$ cat src/rtl/bridge_pkg.sv
// Shared types and canonical switch patterns for the H-bridge gate-drive interlock.
// A pattern holds four top and four bottom switch bits; bit i drives leg i.
package bridge_pkg;

    typedef enum logic [1:0] {
        S_OFF,
        S_DEAD,
        S_ON
    } bridge_state_t;

    typedef struct packed {
        bit [4:1] top;
        bit [4:1] bot;
    } leg_pattern_t;

    localparam leg_pattern_t PAT_OFF   = leg_pattern_t'({4'b0000, 4'b0000});
    localparam leg_pattern_t PAT_PLUS  = leg_pattern_t'({4'b0001, 4'b0010});
    localparam leg_pattern_t PAT_MINUS = leg_pattern_t'({4'b0010, 4'b0001});
    localparam leg_pattern_t PAT_BALP  = leg_pattern_t'({4'b0100, 4'b1000});
    localparam leg_pattern_t PAT_BALN  = leg_pattern_t'({4'b1000, 4'b0100});

    // A pattern is a shoot-through hazard if any leg has both switches closed.
    function automatic logic pat_illegal(input leg_pattern_t p);
        return |(p.top & p.bot);
    endfunction

endpackage

$ cat src/rtl/bridge_deadtime.sv
// Gate-drive interlock: break-before-make dead time, minimum on-time,
// shoot-through rejection and a kill path, all with registered outputs.
module bridge_deadtime
    import bridge_pkg::*;
#(
    parameter int unsigned FREQ         = 50_000_000,
    parameter int unsigned DEADTIME_CYC = 100,
    parameter int unsigned MIN_ON_CYC   = 500,
    parameter int unsigned CNT_W        = 16
) (
    input  logic       clk,
    input  logic       rst,
    input  logic [3:0] req_top,
    input  logic [3:0] req_bot,
    input  logic       kill,
    output logic [3:0] o_top,
    output logic [3:0] o_bot,
    output logic       busy,
    output logic       err_shoot
);

    if (FREQ < 1 || DEADTIME_CYC < 1 || MIN_ON_CYC < 1 ||
        longint'(DEADTIME_CYC) >= (64'd1 << CNT_W) ||
        longint'(MIN_ON_CYC) >= (64'd1 << CNT_W)) begin : g_bad_param
        $error("bridge_deadtime: invalid timing parameters");
    end

    localparam logic [CNT_W-1:0] DEAD_LOAD = CNT_W'(DEADTIME_CYC - 1);
    localparam logic [CNT_W-1:0] ON_LOAD   = CNT_W'(MIN_ON_CYC - 1);
    localparam logic [CNT_W-1:0] CNT_ONE   = CNT_W'(1);

    typedef struct packed {
        bridge_state_t    state;
        leg_pattern_t     applied;
        leg_pattern_t     drive;
        logic             busy;
        logic             err;
        logic [CNT_W-1:0] on_cnt;
        logic [CNT_W-1:0] dead_cnt;
        logic             ill_prev;
        leg_pattern_t     req_prev;
    } state_t;

    state_t       r_st;
    state_t       w_st_next;
    leg_pattern_t w_req;
    leg_pattern_t w_target;
    logic         w_illegal;

    always_comb begin
        w_req     = leg_pattern_t'({req_top, req_bot});
        w_illegal = pat_illegal(w_req);
        w_target  = w_illegal ? PAT_OFF : w_req;

        w_st_next          = r_st;
        // Pulse on a fresh illegal request or a different illegal value.
        w_st_next.err      = w_illegal && (!r_st.ill_prev || (w_req != r_st.req_prev));
        w_st_next.ill_prev = w_illegal;
        w_st_next.req_prev = w_req;

        if (kill) begin
            w_st_next.state    = S_DEAD;
            w_st_next.dead_cnt = DEAD_LOAD;
        end else begin
            case (r_st.state)
                S_OFF: begin
                    if (w_target != PAT_OFF) begin
                        w_st_next.state   = S_ON;
                        w_st_next.applied = w_target;
                        w_st_next.on_cnt  = ON_LOAD;
                    end
                end
                S_ON: begin
                    // A pending change is never latched; the live target is compared once on_cnt expires.
                    if (r_st.on_cnt == '0) begin
                        if (w_target != r_st.applied) begin
                            w_st_next.state    = S_DEAD;
                            w_st_next.dead_cnt = DEAD_LOAD;
                        end
                    end else begin
                        w_st_next.on_cnt = r_st.on_cnt - CNT_ONE;
                    end
                end
                S_DEAD: begin
                    if (r_st.dead_cnt == '0) begin
                        if (w_target != PAT_OFF) begin
                            w_st_next.state   = S_ON;
                            w_st_next.applied = w_target;
                            w_st_next.on_cnt  = ON_LOAD;
                        end else begin
                            w_st_next.state = S_OFF;
                        end
                    end else begin
                        w_st_next.dead_cnt = r_st.dead_cnt - CNT_ONE;
                    end
                end
                default: begin
                    w_st_next.state    = S_DEAD;
                    w_st_next.dead_cnt = DEAD_LOAD;
                end
            endcase
        end

        w_st_next.drive = (w_st_next.state == S_ON) ? w_st_next.applied : PAT_OFF;
        w_st_next.busy  = (w_st_next.state == S_DEAD);
    end

    always_ff @(posedge clk or posedge rst) begin
        if (rst) begin
            r_st.state    <= S_DEAD;
            r_st.applied  <= PAT_OFF;
            r_st.drive    <= PAT_OFF;
            r_st.busy     <= 1'b1;
            r_st.err      <= 1'b0;
            r_st.on_cnt   <= '0;
            r_st.dead_cnt <= DEAD_LOAD;
            r_st.ill_prev <= 1'b0;
            r_st.req_prev <= PAT_OFF;
        end else begin
            r_st <= w_st_next;
        end
    end

    assign o_top     = r_st.drive.top;
    assign o_bot     = r_st.drive.bot;
    assign busy      = r_st.busy;
    assign err_shoot = r_st.err;

endmodule

$ cat config.mk
export PLATFORM = sky130hd
export DESIGN_NAME = bridge_deadtime
export DESIGN_NICKNAME = d
export VERILOG_FILES = /design/src/rtl/bridge_pkg.sv /design/src/rtl/bridge_deadtime.sv
export SDC_FILE = /design/constraint.sdc
export NUM_CORES = 1
export LEC_CHECK = 0
export BUFFER_PORTS_ARGS = -buffer_cell sky130_fd_sc_hd__buf_2
export CAP_MARGIN = 10
export CELL_PAD_IN_SITES_DETAIL_PLACEMENT = 1
export CELL_PAD_IN_SITES_GLOBAL_PLACEMENT = 2
export CORE_ASPECT_RATIO = 0.6
export CORE_MARGIN = 5
export CORE_UTILIZATION = 40
export DETAILED_ROUTE_END_ITERATION = 16
export GPL_TIMING_DRIVEN = 0
export HOLD_SLACK_MARGIN = 0.15
export PLACE_DENSITY = 0.78
export REMOVE_ABC_BUFFERS = 1
export SLEW_MARGIN = 20
export SYNTH_ARGS = -nofsm -noshare
export SYNTH_HDL_FRONTEND = slang
export SYNTH_SLANG_ARGS = --single-unit
export TNS_END_PERCENT = 1
$ cat constraint.sdc
create_clock -name clk -period 3.4 [get_ports clk]
set_input_delay 1.02 -clock clk [delete_from_list [all_inputs] [get_ports clk]]
set_output_delay 1.02 -clock clk [all_outputs]
set_load 0.005 [all_outputs]
==> metrics.yaml <==
status: "finished, final reports clean"
hold_buffers: 0
numCtsBuffers: 9
ir_drop_mv: 0.242
use_met2_pct: 25.2
tns_ns: 0
track_usage_pct: 17.7
grtUsageMet1_pct: 25.9
hold_path_class: "reg2reg"
relSlewSlack_pct: 42.0
synth_area_sq_mm: 0.00341
grt.overflow.total: 0
post-place-ws_ns: -0.0761
drtAntennaViolNets: 0
io_buffers: 20
post_cts_buffers: 0
viasPerCell: 5.69
cts_resized: 0
worst_slew_pin_slew_ns: 0.864
ys_warn_count: 0
syn_area_per_cell_sq_um: 10.4
period_needed_ns: 3.12
cp.required_ns: 3.65
synthDistinctLibCells: 64
antenna_found_initial: 0
grt_setup_unrepaired: "no"
min_period_over_period_pct: 91.9
insertion_delay_ns: 0.33
top_usage_layer: "met1"
worstSetupPathType: "in2reg"
netlist_instances: 327
p_leak_uw: 0.00159
synth_edf_count: 0
die_h_um: 81.5
power.density_mw_per_mm2: 514
use_met3_pct: 5.72
drt_wl_total_um: 8410
diodes: 0
drtPass1Iterations: 6
yosysSeqAreaShare_pct: 45.0
dpl.hpwl_um: 5900
clock-sinks: 61
io_pins: 21
die_w_um: 129
grt_max_degree: 33
cts_tree: "built"
via_count: 2602
die_area_sq_mm: 0.0105
finalHoldViolations: 0
synth_ff_type: "dfrtp_1"
cp-start-kind: "input pin"
wl_per_cell_um: 18.4
fp-row-count: 26
final_core_util_pct: 46.0
gp_congestion: 0.802
crit_path_end_kind: "register"
clockRootBuffer: "clkbuf_16"
maxSlewViolCount: 0
nets: 353
maxCapViolCount: 0
finalSetupViolations: 0
htreeDepth: 3
core_sq_mm: 0.00839
ys_ff_latch: 61
timing.fmax_mhz: 320
cts_buffer_depth: 2
critPathMaxFanout: 20
timing.final.ws_setup_ns: 0.277
drtIter0Drc: 144
fin_skew_ns: 0.00535
clkSlewWorstSetupHoldPaths_ns: 0.05
async_reset_ff_share_pct: 100
drive_gt1_share_pct: 21.7
grt_pass1_wl_um: 14300
drc: 0
start_util_pct: 40.6
cp.arrival_ns: 3.37
area_growth_syn_to_layout_pct: 13.3
grt_pass1_vias: 2710
## area by class of cell
class | instances | area (sq um)
Fill cell | 930 | 4530
Multi-Input combinational cell | 230 | 1680
Sequential cell | 61 | 1530
Clock buffer | 10 | 239
Tap cell | 112 | 140
Timing Repair Buffer | 21 | 120
Clock inverter | 6 | 86.3
Inverter | 17 | 66.3
## through the flow
stage	hold WS (ns)	std cells	power [uW]	instance area, sq um
floorplan	0.405	308	937	3270
global placement	0.425	440	994	3510
detailed placement	0.431	441	1000	3540
CTS	0.439	457	2010	3860
global route	0.468	457	2080	3860
finish	0.438	457	1980	3860
## final timing paths
check	startpoint	endpoint	slack, ns	cells after the start
min in group asynchronous	rst	o_bot[3]$_DFF_PP0_	0.68	2
max	kill	r_st[17]$_DFFE_PP0P_	0.28	6
min	r_st[8]$_DFF_PP0_	err_shoot$_DFF_PP0_	0.44	1
max in group asynchronous	rst	r_st[9]$_DFFE_PP1P_	2.15	3
min reg2reg	r_st[8]$_DFF_PP0_	err_shoot$_DFF_PP0_	0.44	1
max reg2reg	r_st[25]$_DFFE_PP0P_	r_st[21]$_DFFE_PP0P_	0.57	8
## synthesized netlist by cell type, types with 2 or more instances
cell type / n / area (sq um)
o32a_1: 4 / 40.0
nand4_1: 7 / 43.8
nor3_1: 22 / 110
xor2_1: 3 / 26.3
a21oi_1: 9 / 45.0
or3_1: 9 / 56.3
o41ai_1: 6 / 52.6
or2_2: 3 / 18.8
or3b_1: 2 / 17.5
nand3_1: 7 / 35.0
ha_1: 2 / 25.0
nand2_1: 14 / 52.6
and3_1: 3 / 18.8
nor4bb_1: 4 / 40.0
clkbuf_1: 5 / 18.8
o21ai_0: 10 / 50.1
or3_4: 3 / 33.8
o211ai_1: 7 / 52.6
a31oi_1: 17 / 106
xnor2_1: 11 / 96.3
nand2b_1: 3 / 18.8
buf_6: 4 / 45.0
a22o_4: 2 / 35.0
nor2_8: 2 / 40.0
or4_1: 6 / 45.0
mux2_2: 2 / 22.5
inv_1: 16 / 60.1
dfstp_2: 6 / 158
buf_4: 8 / 60.1
or4_4: 3 / 33.8
a22o_1: 8 / 70.1
nor4_1: 5 / 31.3
and2_1: 10 / 62.6
o21a_1: 2 / 15.0
buf_2: 2 / 10.0
dfrtp_1: 55 / 1380
nor2_1: 15 / 56.3
o21ai_1: 3 / 15.0
nor2_2: 2 / 12.5
## cell families (layout without fill, tap and decap cells)
kind of cell               count (synthesis)  in the layout  synth area share [%]
AOI/OAI and AO/OA                         84             84                  20.2
muxes                                      4              4                  1.39
DFF                                       61             61                  45.0
xor gates and xnor gates                  14             14                  3.60
buffers and inverters                     36             54                  5.80
adders and majority gates                  2              2                 0.734
and+or+nand+nor                          126            126                  23.3
## critical path, cell delays in order
cell,delay [ns]
buf_2,0.26
nor2_1,0.39
and2_1,0.59
o21ai_1,0.48
or4_1,0.52
o211ai_1,0.09
## metal layers
layer | wire length, um | vias to the layer above
li1 | - | 1257
met1 | 4470 | 1284
met2 | 3380 | 53
met3 | 462 | 8
met4 | 97 | 0
met5 | 0 | -
## flip-flops by register name (all words and copies together), names as in the netlist
name and flops:
o_bot 4, r_st 51, err_shoot 1, o_top 4
busy 1
## where the power goes
group          switching [uW]  leakage [uW]  internal (uW)
combinational             116      0.000646           76.5
clock                     332      0.000158            659
sequential               34.6      0.000784            766
total                     482       0.00159           1500
## layout by cell type, fill, tap and decap left out, drive strengths merged, types with 11 or more instances in the layout
master | Yosys | routed
a31oi | 17 | 17
buf | 14 | 21
dfrtp | 55 | 55
inv | 17 | 17
nand2 | 14 | 14
nor2 | 20 | 20
nor3 | 22 | 22
o21ai | 15 | 15
or3 | 12 | 12
xnor2 | 11 | 11
(Power assumes the default switching activity.)
